[src/rtl/pcie_rx_credit_ret_if.sv]
// pcie_rx_credit_ret_if
//   Bundles the RX TLP snoop stream and the flow-control credit return
//   pulses that travel between the PCIe core and pcie_rx_credit_ret.
//   master : drives the TLP stream and rel, observes the credit pulses
//   slave  : the credit-return block itself
//   rx_st / rx_end  first / last word of a TLP
//   rx_data         16-bit TLP word stream
//   rel             consumer released the oldest TLP (release mode only)
//   ph_cr, pd_cr    posted header / data credit pulses, pd_num = data credits
//   nph_cr, npd_cr  non-posted header / data credit pulses
interface pcie_rx_credit_ret_if;
  logic        rx_st;
  logic        rx_end;
  logic [15:0] rx_data;
  logic        rel;
  logic        ph_cr;
  logic        pd_cr;
  logic [7:0]  pd_num;
  logic        nph_cr;
  logic        npd_cr;

  modport master (
    output rx_st, rx_end, rx_data, rel,
    input  ph_cr, pd_cr, pd_num, nph_cr, npd_cr
  );

  modport slave (
    input  rx_st, rx_end, rx_data, rel,
    output ph_cr, pd_cr, pd_num, nph_cr, npd_cr
  );
endinterface

[src/rtl/pcie_rx_credit_ret.sv]
// pcie_rx_credit_ret
//   Receive-side VC0 flow-control credit return for the ECP3 PCIe core.
//   Snoops the RX TLP stream, classifies each TLP as posted, non-posted or
//   neither, computes its header/data credits and queues it. A return FSM
//   pops the queue and pulses the core's credit-processed inputs, either as
//   soon as an entry is queued (REL_MODE 0) or on consumer release (REL_MODE 1).
// Ports
//   clk_125   125 MHz clock
//   rstn      asynchronous active-low reset
//   bus       slave side of pcie_rx_credit_ret_if (TLP stream, rel, credits)
//   q_level   occupied pending-return queue entries
//   q_full    queue holds QDEPTH entries
//   err       sticky overflow / framing error
module pcie_rx_credit_ret #(
  parameter int REL_MODE = 0,
  parameter int QDEPTH   = 8
) (
  input  logic                       clk_125,
  input  logic                       rstn,
  pcie_rx_credit_ret_if.slave        bus,
  output logic [5:0]                 q_level,
  output logic                       q_full,
  output logic                       err
);
  localparam int         PW       = $clog2(QDEPTH);
  localparam logic [5:0] QDEPTH_L = 6'(QDEPTH);
  localparam logic [1:0] C_NONE   = 2'd0;
  localparam logic [1:0] C_POST   = 2'd1;
  localparam logic [1:0] C_NP     = 2'd2;

  typedef enum logic [1:0] {P_IDLE, P_W1, P_BODY} p_state_t;
  typedef enum logic [1:0] {R_IDLE, R_ISSUE, R_SPLIT} r_state_t;

  p_state_t      p_state_q, p_state_d;
  r_state_t      r_state_q, r_state_d;
  logic [1:0]    fmt_q, fmt_d;
  logic [4:0]    type_q, type_d;
  logic [9:0]    len_q, len_d;
  logic [PW-1:0] wr_ptr_q, wr_ptr_d, rd_ptr_q, rd_ptr_d;
  logic [5:0]    q_level_q, q_level_d, rel_cnt_q, rel_cnt_d;
  logic          err_q, err_d, split_q, split_d;
  logic          ph_cr_q, ph_cr_d, pd_cr_q, pd_cr_d;
  logic          nph_cr_q, nph_cr_d, npd_cr_q, npd_cr_d;
  logic [7:0]    pd_num_q, pd_num_d;
  logic [10:0]   mem_q [QDEPTH];

  logic          tlp_done, frame_err, wr_req, wr_acc, pop, full, rel_take;
  logic [1:0]    new_class;
  logic [9:0]    new_len;
  logic [10:0]   len_p3;
  logic [8:0]    new_dcred;
  logic [10:0]   head;
  logic [5:0]    rel_sum;
  logic          unused_rx;

  assign unused_rx = bus.rx_data[15];

  function automatic logic [1:0] classify(input logic [1:0] f, input logic [4:0] t);
    logic [1:0] c;
    if (t == 5'b00000 || t == 5'b00001)                    c = f[1] ? C_POST : C_NP;
    else if (t[4:3] == 2'b10)                              c = C_POST;
    else if (t == 5'b00010 || t == 5'b00100 || t == 5'b00101) c = C_NP;
    else                                                   c = C_NONE;
    return c;
  endfunction

  // Parser: an rx_st while a TLP is still open aborts it and restarts from
  // the new word0; rx_st together with rx_end never opens a TLP.
  always_comb begin
    p_state_d = p_state_q;
    fmt_d     = fmt_q;
    type_d    = type_q;
    len_d     = len_q;
    tlp_done  = 1'b0;
    frame_err = 1'b0;
    case (p_state_q)
      P_IDLE: begin
        if (bus.rx_st) begin
          if (bus.rx_end) begin
            frame_err = 1'b1;
          end else begin
            fmt_d     = bus.rx_data[14:13];
            type_d    = bus.rx_data[12:8];
            p_state_d = P_W1;
          end
        end
      end
      default: begin
        if (bus.rx_st) begin
          frame_err = 1'b1;
          if (bus.rx_end) begin
            p_state_d = P_IDLE;
          end else begin
            fmt_d     = bus.rx_data[14:13];
            type_d    = bus.rx_data[12:8];
            p_state_d = P_W1;
          end
        end else if (p_state_q == P_W1) begin
          len_d = bus.rx_data[9:0];
          if (bus.rx_end) begin
            tlp_done  = 1'b1;
            p_state_d = P_IDLE;
          end else begin
            p_state_d = P_BODY;
          end
        end else if (bus.rx_end) begin
          tlp_done  = 1'b1;
          p_state_d = P_IDLE;
        end
      end
    endcase
  end

  // Entry build: a 2-word TLP ending in P_W1 takes its length straight from
  // the bus. A zero dcred in an entry means "no data credits".
  always_comb begin
    new_class = classify(fmt_q, type_q);
    new_len   = (p_state_q == P_W1) ? bus.rx_data[9:0] : len_q;
    len_p3    = {1'b0, new_len} + 11'd3;
    new_dcred = !fmt_q[1] ? 9'd0 : ((new_len == 10'd0) ? 9'd256 : len_p3[10:2]);
    wr_req    = tlp_done && (new_class != C_NONE);
  end

  // Queue and return FSM. A 256-credit posted entry needs a second pd pulse,
  // so no pop is allowed in the R_ISSUE cycle that precedes R_SPLIT.
  always_comb begin
    full     = (q_level_q == QDEPTH_L);
    head     = mem_q[rd_ptr_q];
    rel_take = (REL_MODE != 0) && bus.rel && (q_level_q != 6'd0);
    pop      = (q_level_q != 6'd0) && !(r_state_q == R_ISSUE && split_q) &&
               ((REL_MODE == 0) || rel_take || (rel_cnt_q != 6'd0));
    wr_acc   = wr_req && (!full || pop);

    wr_ptr_d  = wr_acc ? wr_ptr_q + PW'(1) : wr_ptr_q;
    rd_ptr_d  = pop ? rd_ptr_q + PW'(1) : rd_ptr_q;
    q_level_d = q_level_q + 6'(wr_acc) - 6'(pop);
    err_d     = err_q | frame_err | (wr_req && !wr_acc);

    rel_sum   = rel_cnt_q + 6'(rel_take) - 6'(pop);
    rel_cnt_d = (REL_MODE == 0) ? 6'd0 : ((rel_sum > QDEPTH_L) ? QDEPTH_L : rel_sum);

    r_state_d = R_IDLE;
    split_d   = 1'b0;
    ph_cr_d   = 1'b0;
    pd_cr_d   = 1'b0;
    nph_cr_d  = 1'b0;
    npd_cr_d  = 1'b0;
    pd_num_d  = pd_num_q;
    if (r_state_q == R_ISSUE && split_q) begin
      r_state_d = R_SPLIT;
      pd_cr_d   = 1'b1;
      pd_num_d  = 8'd1;
    end else if (pop) begin
      r_state_d = R_ISSUE;
      if (head[10:9] == C_POST) begin
        ph_cr_d = 1'b1;
        if (head[8:0] != 9'd0) begin
          pd_cr_d  = 1'b1;
          pd_num_d = head[8] ? 8'd255 : head[7:0];
          split_d  = head[8];
        end
      end else begin
        nph_cr_d = 1'b1;
        npd_cr_d = (head[8:0] != 9'd0);
      end
    end
  end

  always_ff @(posedge clk_125 or negedge rstn) begin
    if (!rstn) begin
      p_state_q <= P_IDLE;
      r_state_q <= R_IDLE;
      fmt_q     <= 2'd0;
      type_q    <= 5'd0;
      len_q     <= 10'd0;
      wr_ptr_q  <= '0;
      rd_ptr_q  <= '0;
      q_level_q <= 6'd0;
      rel_cnt_q <= 6'd0;
      err_q     <= 1'b0;
      split_q   <= 1'b0;
      ph_cr_q   <= 1'b0;
      pd_cr_q   <= 1'b0;
      nph_cr_q  <= 1'b0;
      npd_cr_q  <= 1'b0;
      pd_num_q  <= 8'd0;
    end else begin
      p_state_q <= p_state_d;
      r_state_q <= r_state_d;
      fmt_q     <= fmt_d;
      type_q    <= type_d;
      len_q     <= len_d;
      wr_ptr_q  <= wr_ptr_d;
      rd_ptr_q  <= rd_ptr_d;
      q_level_q <= q_level_d;
      rel_cnt_q <= rel_cnt_d;
      err_q     <= err_d;
      split_q   <= split_d;
      ph_cr_q   <= ph_cr_d;
      pd_cr_q   <= pd_cr_d;
      nph_cr_q  <= nph_cr_d;
      npd_cr_q  <= npd_cr_d;
      pd_num_q  <= pd_num_d;
    end
  end

  // Queue storage needs no reset: pointers and level define what is valid.
  always_ff @(posedge clk_125) begin
    if (wr_acc) mem_q[wr_ptr_q] <= {new_class, new_dcred};
  end

  assign bus.ph_cr  = ph_cr_q;
  assign bus.pd_cr  = pd_cr_q;
  assign bus.pd_num = pd_num_q;
  assign bus.nph_cr = nph_cr_q;
  assign bus.npd_cr = npd_cr_q;
  assign q_level    = q_level_q;
  assign q_full     = full;
  assign err        = err_q;
endmodule

[src/flat_wrapper.sv]
// flat-port wrapper written by rule: the top's interface ports become plain ports
module pcie_rx_credit_ret_flat 
#(
  parameter int REL_MODE = 0,
  parameter int QDEPTH   = 8
)
  (clk_125, rstn, q_level, q_full, err, bus_rx_st, bus_rx_end, bus_rx_data, bus_rel, bus_ph_cr, bus_pd_cr, bus_pd_num, bus_nph_cr, bus_npd_cr);
  pcie_rx_credit_ret_if bus_i ();
  input  logic clk_125;
  input  logic rstn;
  output logic [5:0] q_level;
  output logic q_full;
  output logic err;
  input wire logic [$bits(bus_i.rx_st)-1:0] bus_rx_st;
  input wire logic [$bits(bus_i.rx_end)-1:0] bus_rx_end;
  input wire logic [$bits(bus_i.rx_data)-1:0] bus_rx_data;
  input wire logic [$bits(bus_i.rel)-1:0] bus_rel;
  output wire logic [$bits(bus_i.ph_cr)-1:0] bus_ph_cr;
  output wire logic [$bits(bus_i.pd_cr)-1:0] bus_pd_cr;
  output wire logic [$bits(bus_i.pd_num)-1:0] bus_pd_num;
  output wire logic [$bits(bus_i.nph_cr)-1:0] bus_nph_cr;
  output wire logic [$bits(bus_i.npd_cr)-1:0] bus_npd_cr;
  assign bus_i.rx_st = bus_rx_st;
  assign bus_i.rx_end = bus_rx_end;
  assign bus_i.rx_data = bus_rx_data;
  assign bus_i.rel = bus_rel;
  assign bus_ph_cr = bus_i.ph_cr;
  assign bus_pd_cr = bus_i.pd_cr;
  assign bus_pd_num = bus_i.pd_num;
  assign bus_nph_cr = bus_i.nph_cr;
  assign bus_npd_cr = bus_i.npd_cr;
  pcie_rx_credit_ret #(.REL_MODE(REL_MODE), .QDEPTH(QDEPTH)) u_core (.clk_125(clk_125), .rstn(rstn), .bus(bus_i), .q_level(q_level), .q_full(q_full), .err(err));
endmodule
[config.mk]
export PLATFORM = sky130hd
export DESIGN_NAME = pcie_rx_credit_ret_flat
export DESIGN_NICKNAME = d
export VERILOG_FILES = /design/src/rtl/pcie_rx_credit_ret_if.sv /design/src/rtl/pcie_rx_credit_ret.sv /design/src/flat_wrapper.sv
export SDC_FILE = /design/constraint.sdc
export NUM_CORES = 1
export LEC_CHECK = 0
export CAP_MARGIN = 10
export CORE_MARGIN = 4
export CORE_UTILIZATION = 40
export DETAILED_ROUTE_END_ITERATION = 10
export PLACE_DENSITY_LB_ADDON = 0.25
export SLEW_MARGIN = 20
export SYNTH_ARGS = -nofsm -noshare
export SYNTH_HDL_FRONTEND = slang
export SYNTH_SLANG_ARGS = --single-unit
[constraint.sdc]
create_clock -name clk_125 -period 3.15 [get_ports clk_125]
set_clock_uncertainty 0.05 [all_clocks]
set_input_delay 0.63 -clock clk_125 [delete_from_list [all_inputs] [get_ports clk_125]]
set_output_delay 0.63 -clock clk_125 [all_outputs]
set_load 0.02 [all_outputs]
After elaboration in Yosys (flattened, before gate mapping)
Memories as Yosys holds them, arrays and structs flattened.
Cells that the tools add are included.
Storage, ports and cells
  memories: 1
  output and inout bits: 20
  bits of input ports: 21
  memory bits (writable): 88
  word-level logic and storage cells: 110
  flip-flop bits (word level): 47
Operators by class
  reduce and logical (&&, ||, !) cells: 26
  equality and inequality tests: 11
  add/subtract/negate cells: 5
  bitwise operators: 5
  mux-type cells: 47
Memory list
  u_core.mem_q: depth 8, bits a word 11, rd ports 1, clocked after memory_dff 0, write ports 1, RTL line pcie_rx_credit_ret.sv:45  | logic [10:0] mem_q [QDEPTH];
Operator list (number)
  8-bit two-way mux: 5
  1-bit two-way mux: 27
  2-bit two-way mux: 12
  9-bit two-way mux: 2
  10-bit by 2-bit adder with 11-bit output (second input constant): 1
  5-bit by 3-bit equality test with 1-bit output (second input constant): 2
  10-bit logical NOT: 1
  10-bit two-way mux: 1
  9-bit nonzero test: 1
  2-bit nonzero test: 4
  3-bit by 1-bit adder with 3-bit output (second input constant): 2
  6-bit by 1-bit adder with 6-bit output: 1
  2-bit by 1-bit equality test with 1-bit output (second input constant): 3
  6-bit by 4-bit equality test with 1-bit output (second input constant): 1
  3-bit AND reduction: 2
  6-bit nonzero test: 1
  6-bit by 1-bit subtractor with 6-bit output: 1
  5-bit by 1-bit equality test with 1-bit output (second input constant): 1
  5-bit by 2-bit equality test with 1-bit output (second input constant): 1
  1-bit logical AND: 5
  5-bit logical NOT: 1
  1-bit logical OR: 4
  2-bit inequality test (second input constant): 2
  2-bit AND reduction: 2
  other kinds (6): 11

Depth between registers and ports, before layout
Gate-level depths: netlist (run 1).
  depth in word-level cells: 12
  depth in mapped cells: 15
  gate-level depth less buffers: 15

Worst setup path before layout (run 1)
No wires, ideal clock.
  path kind: input -> register
  from: in bus_rx_st
  to: mem u_core.mem_q[1][0] (enable)
  data arrival time: 2524 ps
  buffers on the path: 0
  slack: 183 ps
  stages on the path: 5
  library setup time: 393 ps
  cells stage by stage: o21bai_1 nor4b_1 a21boi_1 nand2_1 nor3_1
On the way
  word-level cells in the longest chain between the ends: 6
Ends and longest elaborated chain
  start: declaration: RTL line flat_wrapper.sv:14  | input wire logic [$bits(bus_i.rx_st)-1:0] bus_rx_st;
  1-bit two-way mux: RTL line pcie_rx_credit_ret.sv:89  | if (bus.rx_st) begin
  1-bit two-way mux: RTL line pcie_rx_credit_ret.sv:76  | case (p_state_q)
  1-bit logical AND: RTL line pcie_rx_credit_ret.sv:121  | wr_req = tlp_done && (new_class != C_NONE);
  1-bit logical AND: RTL line pcie_rx_credit_ret.sv:132  | wr_acc = wr_req && (!full || pop);
  via u_core.wr_acc: RTL line pcie_rx_credit_ret.sv:47  | logic tlp_done, frame_err, wr_req, wr_acc, pop, full, rel_take;
  1-bit two-way mux: RTL line pcie_rx_credit_ret.sv:209  | if (wr_acc) mem_q[wr_ptr_q] <= {new_class, new_dcred};
  1-bit two-way mux (not written as such): RTL line pcie_rx_credit_ret.sv:209
  end: declaration: RTL line pcie_rx_credit_ret.sv:45
The timed path passes the listed nets, and every way through them passes these cells.

Worst setup path after layout (run 1)
  from: reg u_core.p_state_q[1]
  to: mem u_core.mem_q[6][5], data pin
On the way
  word-level cells in the longest chain between the ends: 5
  elaborated cells on any way between the ends: 6
  classes of those cells: add/sub: 1; eq/ne: 1; mux: 3; reduce/logical: 1
Ends and longest elaborated chain
  start: declaration: RTL line pcie_rx_credit_ret.sv:34  | p_state_t p_state_q, p_state_d;
  start signal: assignment: RTL line pcie_rx_credit_ret.sv:188  | p_state_q <= p_state_d;
  2-bit by 1-bit equality test with 1-bit output *: RTL line pcie_rx_credit_ret.sv:118  | new_len = (p_state_q == P_W1) ? bus.rx_data[9:0] : len_q;
  10-bit two-way mux *
  10-bit by 2-bit adder with 11-bit output or 10-bit logical NOT (tied branches): RTL line pcie_rx_credit_ret.sv:119, pcie_rx_credit_ret.sv:120
  9-bit two-way mux * (2 in a row): RTL line pcie_rx_credit_ret.sv:120  | new_dcred = !fmt_q[1] ? 9'd0 : ((new_len == 10'd0) ? 9'd256 : len_p3[10:2]);
  via u_core.new_dcred[5]: RTL line pcie_rx_credit_ret.sv:51  | logic [8:0] new_dcred;
The timed path passes the listed nets; every way through them passes the cells marked *.

==> impl_metrics.env, run 1 <==
export IMPL_synth_warning_count=0
export IMPL_async_reset_ff_share_pct=34.3
export IMPL_p_seq_share_pct=36.8
export IMPL_gp_congestion=0.818
export IMPL_synth_largest_area_cell="edfxtp_1"
export IMPL_route_vias_total=3295
export IMPL_rsz0062_at_grt="false"
export IMPL_post_cts_buffers=0
export IMPL_crit_type="reg -> reg"
export IMPL_cts_resized=0
export IMPL_reg2reg_slack_ps=280
export IMPL_dp_cells=621
export IMPL_syn_area_per_cell_sq_um=15.0
export IMPL_synth_seq_area_share_pct=65.5
export IMPL_clock_path_buffers=2
export IMPL_ant_nets=0
export IMPL_cts_clk_slew_worst_paths_ps=50
export IMPL_layout_min_cycle_time_ps=2870
export IMPL_clkPwrFrac_pct=30.7
export IMPL_finalHoldViolCount=0
export IMPL_final_common_cell="edfxtp_1"
export IMPL_port_buffers=37
export IMPL_grt_pass1_vias=3394
export IMPL_cp_max_fo=11
export IMPL_cts_sinks=134
export IMPL_ys_flop_type="edfxtp_1"
export IMPL_synth_seq_cells=134
export IMPL_required_ps=3260
export IMPL_slew_headroom_pct=44.2
export IMPL_dr_pass1_iters=4
export IMPL_crit_slowest_cell="and2b_1"
export IMPL_layout_drive_gt1_share_pct=20.1
export IMPL_status="completed"
export IMPL_p_int_w=0.00447
export IMPL_core_area_sq_um=14000
export IMPL_max_freq_mhz=349
export IMPL_layout_nets=493
export IMPL_die_h_microns=128
export IMPL_timing_critical_path_buf_inv=0
export IMPL_period_share_pct=91.0
export IMPL_grt_pass1_wl_microns=17500
export IMPL_holdBufCountCts=0
export IMPL_worstMarginPinSlew_ps=831
export IMPL_cpLargestDelayFamily="simple AND/OR/NAND/NOR gates"
export IMPL_layout_common_cells="88 x edfxtp_1, 46 x dfrtp_1, 36 x nand2_1, 36 x clkdlybuf4s50_1, 29 x buf_4"
export IMPL_p_switching_w=0.00195
export IMPL_ios=41
export IMPL_grt_overflow=0
export IMPL_critPathLaunch="u_core.p_state_q[1]"
export IMPL_setup_tns_ps=0
export IMPL_cts_tree="done"
export IMPL_maxSlewViolCount=0
export IMPL_startpoint_type="register"
export IMPL_crit_arrival_ps=2980
export IMPL_power_share_combinational_pct=32.5
export IMPL_power_density_nw_per_um2=899
export IMPL_die_x_microns=128
export IMPL_cts_buffers=17
export IMPL_reg2reg_from="u_core.p_state_q[1]"
export IMPL_p_leak_nw=2.73
export IMPL_cts_root_buffer="clkbuf_16"
export IMPL_fin_cells=653
export IMPL_start_util_pct=41.2
export IMPL_insertion_delay_ps=400
export IMPL_grt_use_total_pct=13.9
export IMPL_end_kind="register"
export IMPL_max_stage_delay_ps=540
export IMPL_syn2layout_area_growth_pct=23.3
export IMPL_dr_first_iter_drc_count=116
export IMPL_setup_viol=0
export IMPL_hp_class="in -> async"
export IMPL_synth_cell_types=56
export IMPL_syn_area_sq_um=5790
export IMPL_synth_edf_count=88
export IMPL_cp_cell_sequence="and2b_1 > o31ai_1 > nor4_2 > or3b_1 > xnor2_1 > nor2_1"
export IMPL_antenna_found_initial=0
export IMPL_detail_route_wl_per_cell_microns=16.1
export IMPL_synth_area_leaders="edfxtp_1 46%, dfrtp_1 20%, mux4_2 4.3%"
export IMPL_p_sw_share_pct=30.4
export IMPL_rows=43
export IMPL_drc_errors=0
export IMPL_wirelength_microns=10500
export IMPL_cts_htree_levels=4
export IMPL_dieArea_sq_um=16500
export IMPL_vias_per_cell=5.05
export IMPL_antennaDiodeCount=0
export IMPL_dp_hpwl_microns=7350
export IMPL_max_cap_violations=0
export IMPL_synth_top_area_share_pct=45.6
export IMPL_irDropWorstVdd_v=0.000417
export IMPL_syn_nets=420
export IMPL_syn_inst=387
export IMPL_grt_max_degree=47
-- layer usage --
metal | track usage [%] | wire length [microns] | vias to the layer above | part of all wire (%)
met3 | 4.33 | 371 | 7 | 3.5
met1 | 17.6 | 4790 | 1634 | 46
met5 | 0 | 0 | - | 0
met4 | 4.18 | 76 | 0 | 0.72
li1 | - | - | 1592 | -
met2 | 23.1 | 5280 | 62 | 50
-- cells by family after synthesis --
kind of cell | count (synthesis) | synth area share, %
fa+ha+maj | 12 | 2.72
simple gates | 108 | 9.79
mux | 47 | 12.5
compound gates | 42 | 5.08
flops | 134 | 65.5
buf+inv | 32 | 2.57
xor+xnor | 12 | 1.82
-- registers in the layout, indices dropped and copies added (netlist names) --
register,cells
u_core.bus.ph_cr,1
u_core.r_state_q,2
u_core.split_q,1
u_core.q_level,6
u_core.wr_ptr_q,3
u_core.bus.pd_cr,1
u_core.bus.npd_cr,1
u_core.type_q,5
u_core.bus.pd_num,8
u_core.bus.nph_cr,1
u_core.p_state_q,2
u_core.len_q,10
u_core.fmt_q,1
u_core.rd_ptr_q,3
u_core.err,1
u_core.mem_q,88
-- power groups by stage --
stage          logic, W  registers [W]  clock network [W]
2_1_floorplan   0.00140        0.00247                  0
3_3_place_gp    0.00207        0.00239                  0
3_5_place_dp    0.00211        0.00240                  0
4_1_cts         0.00213        0.00237            0.00203
5_1_grt         0.00232        0.00240            0.00211
6_report        0.00208        0.00236            0.00197
-- final timing paths --
check	to	depth (start not counted)
setup reg to reg	u_core.mem_q[6][5]	6
max in group asynchronous	u_core.len_q[0]	1
hold / removal	u_core.q_level[3]	1
min in group clk_125	u_core.err	1
hold reg to reg	u_core.err	1
setup / recovery	u_core.mem_q[6][5]	6
-- Yosys cell counts (all sizes together), types with 7 or more instances --
master	count
edfxtp	88
dfrtp	46
nand2	36
nor2	22
mux2	21
inv	20
o21ai	17
mux4	16
ha	11
mux2i	10
nand2b	9
buf	8
nand3	7
nor4	7
xnor2	7
-- metrics by stage --
stage | hold slack (ps) | setup slack [ps] | instance area [sq um] | utilization, % | total power [W]
finish | 190 | 284 | 7140 | 50.9 | 0.00642
global route | 219 | 41.1 | 7140 | 50.9 | 0.00683
CTS | 386 | 250 | 7130 | 50.8 | 0.00653
detailed placement | 430 | 3.76 | 6540 | 46.5 | 0.00452
global placement | 428 | 44.8 | 6540 | 46.5 | 0.00446
floorplan | 284 | 183 | 5790 | - | 0.00387
-- worst register-to-register path, stage by stage, from the launching register on --
cell and delay [ps]:
dfrtp_1 420, and2b_1 540, o31ai_1 260, nor4_2 480
or3b_1 400, xnor2_1 130, nor2_1 350
-- cell type report --
cell class                      instances  area (sq um)
Multi-Input combinational cell        221          1850
Clock inverter                         12           159
Fill cell                            1204          6900
Tap cell                              180           225
Clock buffer                           20           437
Inverter                               20          75.1
Timing Repair Buffer                   66           598
Sequential cell                       134          3790
(Power assumes the default switching activity.)
==> run 2: changes to the inputs <==
--- a/config.mk
+++ b/config.mk
@@ -6,7 +6,7 @@
 export NUM_CORES = 1
 export LEC_CHECK = 0
 export CAP_MARGIN = 10
-export CORE_MARGIN = 4
+export CORE_MARGIN = 1
 export CORE_UTILIZATION = 40
 export DETAILED_ROUTE_END_ITERATION = 10
 export PLACE_DENSITY_LB_ADDON = 0.25
==> run 2 against run 1 <==
Non-clock buffer count decreased by 6. Register-to-register slack improved by 100 ps. Sequential power about the same. Critical path type unchanged. Power increased by 3.0%. Cell count decreased by 1.1%. Sequential share of layout area decreased by 0.45 points. Critical path depth increased by 1. Largest cell class unchanged. Worst hold slack got worse by 11 ps.
==> impl_metrics.env, run 2 (synthesized netlist as in run 1, its figures left out) <==
export IMPL_status="completed"
export IMPL_insertion_delay_ps=410
export IMPL_ios=41
export IMPL_setup_viol=0
export IMPL_final_common_cell="edfxtp_1"
export IMPL_clock_path_buffers=2
export IMPL_start_util_pct=41.4
export IMPL_place_area_sq_um=6540
export IMPL_maxSlewViolCount=0
export IMPL_layout_common_cells="88 x edfxtp_1, 46 x dfrtp_1, 36 x nand2_1, 36 x clkdlybuf4s50_1, 22 x nor2_1"
export IMPL_power_w=0.00661
export IMPL_max_cap_violations=0
export IMPL_end_kind="register"
export IMPL_rsz0062_at_grt="false"
export IMPL_ant_nets=0
export IMPL_grt_max_degree=47
export IMPL_port_buffers=37
export IMPL_grt_pass1_wl_microns=17400
export IMPL_post_cts_buffers=0
export IMPL_layout_drive_gt1_share_pct=19.5
export IMPL_cts_resized=0
export IMPL_holdWs_ps=180
export IMPL_cts_htree_levels=4
export IMPL_gp_congestion=0.846
export IMPL_antennaDiodeCount=0
export IMPL_n_fill_cell=1200
export IMPL_crit_type="reg -> reg"
export IMPL_dp_cells=615
export IMPL_max_freq_mhz=362
export IMPL_fin_cells=646
export IMPL_drc_errors=0
export IMPL_finalHoldViolCount=0
export IMPL_dr_first_iter_drc_count=166
export IMPL_dr_pass1_iters=4
export IMPL_slew_headroom_pct=35.2
export IMPL_cts_root_buffer="clkbuf_16"
export IMPL_core_area_sq_um=14000
export IMPL_antenna_found_initial=0
export IMPL_crit_slowest_cell="nor3b_1"
export IMPL_layout_nets=487
export IMPL_largest_register_ffs=88
export IMPL_vias_per_cell=5.03
export IMPL_route_vias_total=3252
export IMPL_wirelength_microns=10600
export IMPL_holdBufCountCts=0
export IMPL_worstMarginPinSlew_ps=964
export IMPL_crit_arrival_ps=2820
export IMPL_power_density_nw_per_um2=918
export IMPL_max_stage_delay_ps=660
export IMPL_cp_cell_sequence="and2b_1 > buf_4 > mux2i_1 > nor3_1 > nand3_1 > nor2_1 > nor3b_1"
export IMPL_irDropWorstVdd_v=0.000398
export IMPL_regArea_sq_um=3790
export IMPL_die_h_microns=122
export IMPL_die_x_microns=122
export IMPL_rows=43
export IMPL_hp_class="in -> async"
export IMPL_layout_min_cycle_time_ps=2770
export IMPL_cts_tree="done"
export IMPL_grt_overflow=0
export IMPL_dp_hpwl_microns=7120
export IMPL_grt_use_total_pct=16.1
export IMPL_syn2layout_area_growth_pct=24.4
export IMPL_setup_tns_ps=0
export IMPL_period_share_pct=87.8
export IMPL_p_leak_nw=2.73
export IMPL_multi_input_area_sq_um=1850
export IMPL_cts_clk_slew_worst_paths_ps=50
export IMPL_startpoint_type="register"
export IMPL_grt_pass1_vias=3355
export IMPL_cts_buffers=17
export IMPL_top_register="u_core.mem_q"
export IMPL_reg2reg_slack_ps=380
export IMPL_cp_max_fo=8
export IMPL_cts_sinks=134
export IMPL_dieArea_sq_um=15000
export IMPL_fin_area_sq_um=7200
export IMPL_required_ps=3210
export IMPL_detail_route_wl_per_cell_microns=16.4
==> run 2: changes by cell type in the layout (fill, tap and decap cells not counted) <==
| cell | previous run | this run |
|---|---|---|
| clkinvlp_4 | 1 | 3 |
| inv_6 | 0 | 1 |
| clkinv_1 | 3 | 1 |
| nor4_1 | 4 | 5 |
| clkbuf_1 | 3 | 1 |
| clkinv_4 | 0 | 1 |
| clkinv_2 | 4 | 1 |
| bufinv_16 | 4 | 6 |
| buf_4 | 29 | 19 |
| buf_12 | 1 | 5 |
| nor4_2 | 2 | 1 |
==> run 2: worst max-delay path, delay by kind of cell, from the launching register on <==
family | cells | cell delay (ps)
buffers and inverters | 1 | 210
AND/OR/NAND/NOR | 5 | 1380
multiplexers | 1 | 400
flip-flops | 1 | 410
==> run 2: worst paths after layout <==
| path | depth (start not counted) | startpoint | end |
|---|---|---|---|
| worst min-delay path | 1 | rstn | u_core.q_level[4] |
| worst max-delay path | 7 | u_core.p_state_q[1] | u_core.mem_q[4][7] |
| worst max register to register | 7 | u_core.p_state_q[1] | u_core.mem_q[4][7] |
| worst min register to register | 1 | u_core.err | u_core.err |
| max in group asynchronous | 1 | rstn | u_core.len_q[4] |
| min in group clk_125 | 1 | u_core.err | u_core.err |
==> run 2: layout make-up <==
type,count,area share [%]
Sequential cell,134,52.7
Timing Repair Buffer,60,8.37
Multi-Input combinational cell,221,25.6
Clock inverter,13,3.18
Tap cell,180,3.13
Clock buffer,18,5.96
Inverter,20,1.04
==> run 2: power breakdown <==
part           switching [W]  internal, W  total (W)
sequential          0.000180      0.00218    0.00236
combinational        0.00109     0.000979    0.00206
clock               0.000713      0.00148    0.00219
==> run 2: metal layers <==
metal	vias to the layer above	wire length, microns	global-route usage [%]	part of all wire (%)
met2	63	5030	25.7	48
met3	13	442	5.07	4.2
met5	-	0	0	0
met1	1597	4900	20.1	46
li1	1579	-	-	-
met4	0	194	7.16	1.8
==> run 2: through the flow <==
| step | utilization, % | setup WS, ps |
|---|---|---|
| 6_report | 51.5 | 385 |
| 5_1_grt | 51.5 | 135 |
| 4_1_cts | 51.5 | 388 |
| 3_5_place_dp | 46.8 | 13.9 |
| 3_3_place_gp | 46.8 | 54.6 |
| 2_1_floorplan | - | 183 |
==> run 3: changes to the inputs <==
==> constraint.sdc (replaced) <==
create_clock -name clk_125 -period 2.88 [get_ports clk_125]
set_clock_uncertainty 0.05 [all_clocks]
set_input_delay 0.576 -clock clk_125 [delete_from_list [all_inputs] [get_ports clk_125]]
set_output_delay 0.576 -clock clk_125 [all_outputs]
set_load 0.02 [all_outputs]
==> run 3 against run 2 <==
Flip-flop and latch count is the same. Cell count is 2.0% higher. Sequential power increased by 9.7%. Global-route usage grew 0.088 points. First-iteration DRC count decreased by 27%. Power increased by 4.7%. Worst hold slack improved by 28 ps. Sequential share of layout area up 0.14 points. Routed wire length grew 3.1%. Highest routed layer unchanged.
==> impl_metrics.env, run 3 (synthesized netlist as in run 1, its figures left out) <==
export IMPL_clock_path_buffers=2
export IMPL_die_h_microns=122
export IMPL_required_ps=3130
export IMPL_critPathLaunch="bus_rx_st"
export IMPL_gp_congestion=0.791
export IMPL_cts_root_buffer="clkbuf_16"
export IMPL_dp_cells=627
export IMPL_cts_tree="done"
export IMPL_grt_pass1_vias=3362
export IMPL_drc_errors=0
export IMPL_wirelength_microns=10900
export IMPL_dr_pass1_iters=4
export IMPL_p_sw_share_pct=31.1
export IMPL_crit_arrival_ps=2910
export IMPL_power_share_combinational_pct=33.9
export IMPL_cts_htree_levels=4
export IMPL_detail_route_wl_per_cell_microns=16.5
export IMPL_layout_min_cycle_time_ps=2660
export IMPL_cts_buffers=17
export IMPL_dp_hpwl_microns=7350
export IMPL_crit_slowest_cell="clkdlybuf4s50_1"
export IMPL_p_seq_share_pct=37.5
export IMPL_finish_utilization_pct=51.4
export IMPL_max_freq_mhz=376
export IMPL_layout_common_cells="88 x edfxtp_1, 46 x dfrtp_1, 36 x nand2_1, 36 x clkdlybuf4s50_1, 30 x buf_4"
export IMPL_ant_nets=0
export IMPL_reg2reg_from="u_core.p_state_q[0]"
export IMPL_p_leak_nw=2.75
export IMPL_vias_per_cell=5.07
export IMPL_status="completed"
export IMPL_ios=41
export IMPL_p_switching_w=0.00215
export IMPL_grt_pass1_wl_microns=17500
export IMPL_max_cap_violations=0
export IMPL_slew_headroom_pct=38.9
export IMPL_insertion_delay_ps=410
export IMPL_cp_cell_sequence="clkdlybuf4s50_1 > o21bai_1 > nor4b_1 > buf_4 > a21boi_1 > ha_1 > inv_1 > fa_1 > inv_1 > a21oi_1 > nor2_1 > nor2_1 > xnor2_1"
export IMPL_holdBufCountCts=0
export IMPL_antenna_found_initial=0
export IMPL_crit_type="in -> reg"
export IMPL_grt_busiest_layer="met2"
export IMPL_clkPwrFrac_pct=28.6
export IMPL_rows=43
export IMPL_grt_max_degree=47
export IMPL_period_share_pct=92.4
export IMPL_core_area_sq_um=14000
export IMPL_met3_usage_pct=4.83
export IMPL_startpoint_type="input port"
export IMPL_max_stage_delay_ps=420
export IMPL_n_fill_cell=1209
export IMPL_final_common_cell="edfxtp_1"
export IMPL_p_int_w=0.00477
export IMPL_end_kind="register"
export IMPL_die_x_microns=122
export IMPL_layout_nets=499
export IMPL_dr_first_iter_drc_count=122
export IMPL_layout_drive_gt1_share_pct=20.5
export IMPL_hp_class="in -> async"
export IMPL_grt_overflow=0
export IMPL_power_density_nw_per_um2=964
export IMPL_cp_max_fo=2
export IMPL_dieArea_sq_um=15000
export IMPL_top_register="u_core.mem_q"
export IMPL_cts_clk_slew_worst_paths_ps=50
export IMPL_maxSlewViolCount=0
export IMPL_route_vias_total=3339
export IMPL_grtUsageMet1_pct=20.5
export IMPL_grt_use_total_pct=16.2
export IMPL_irDropWorstVdd_v=0.000419
export IMPL_start_util_pct=41.4
export IMPL_multi_input_area_sq_um=1860
export IMPL_use_met2_pct=26.0
export IMPL_fin_cells=659
export IMPL_cts_sinks=134
export IMPL_worstMarginPinSlew_ps=910
export IMPL_setup_viol=0
export IMPL_rsz0062_at_grt="false"
export IMPL_port_buffers=37
export IMPL_syn2layout_area_growth_pct=24.1
export IMPL_largest_register_ffs=88
export IMPL_antennaDiodeCount=0
export IMPL_regArea_sq_um=3790
export IMPL_finalHoldViolCount=0
==> run 3: critical path: cells and delay by family <==
| family | cells | cell delay, ps |
|---|---|---|
| simple gates | 3 | 460 |
| xor+xnor | 1 | 110 |
| fa+ha+maj | 2 | 560 |
| buf+inv | 4 | 730 |
| compound gates | 3 | 450 |
==> run 3: per-stage QoR <==
step / setup slack (ps) / hold WS [ps] / TNS, ps / instance area (sq um) / total power, W
after floorplan: 218 / 230 / 0 / 5800 / 0.00424
after global placement: -157 / 441 / -1240 / 6640 / 0.00496
after detailed placement: -189 / 446 / -5510 / 6640 / 0.00500
after CTS: 205 / 227 / 0 / 7180 / 0.00702
after global routing: 33.7 / 261 / 0 / 7180 / 0.00736
final: 218 / 207 / 0 / 7180 / 0.00692
==> run 3: worst paths after layout <==
path / to / slack [ps] / cells after the start
max in group asynchronous: u_core.len_q[4] / 2160 / 2
min: u_core.q_level[3] / 210 / 2
min in group clk_125: u_core.err / 450 / 1
min reg2reg: u_core.err / 450 / 1
max reg2reg: u_core.mem_q[4][5] / 220 / 7
max: u_core.q_level[4] / 220 / 13
==> run 3: area by class of cell <==
type                    count  area share, %
clock buffers              25           6.34
clock inverters             7           1.13
inverters                  20           1.05
multi-input cells         221           25.9
flip-flops and latches    134           52.8
well taps                 180           3.14
repair buffers             72           9.62
==> run 3: repair_timing <==
item,4_1_cts,5_1_grt
setup buffers,0,0
resized for setup,0,1
setup endpoints to repair,0,8
==> run 3: layer usage <==
metal  vias to the layer above  routed length (microns)
met3                         7                      404
met5                         -                        0
met4                         0                      100
met2                        68                     5330
met1                      1663                     5060
li1                       1601                        -
==> run 3: power by group through the flow <==
stage / clock (W) / combinational, W / sequential [W]
3_3_place_gp: 0 / 0.00233 / 0.00263
3_5_place_dp: 0 / 0.00237 / 0.00264
6_report: 0.00198 / 0.00235 / 0.00259
4_1_cts: 0.00204 / 0.00238 / 0.00260
2_1_floorplan: 0 / 0.00154 / 0.00270
5_1_grt: 0.00212 / 0.00260 / 0.00264
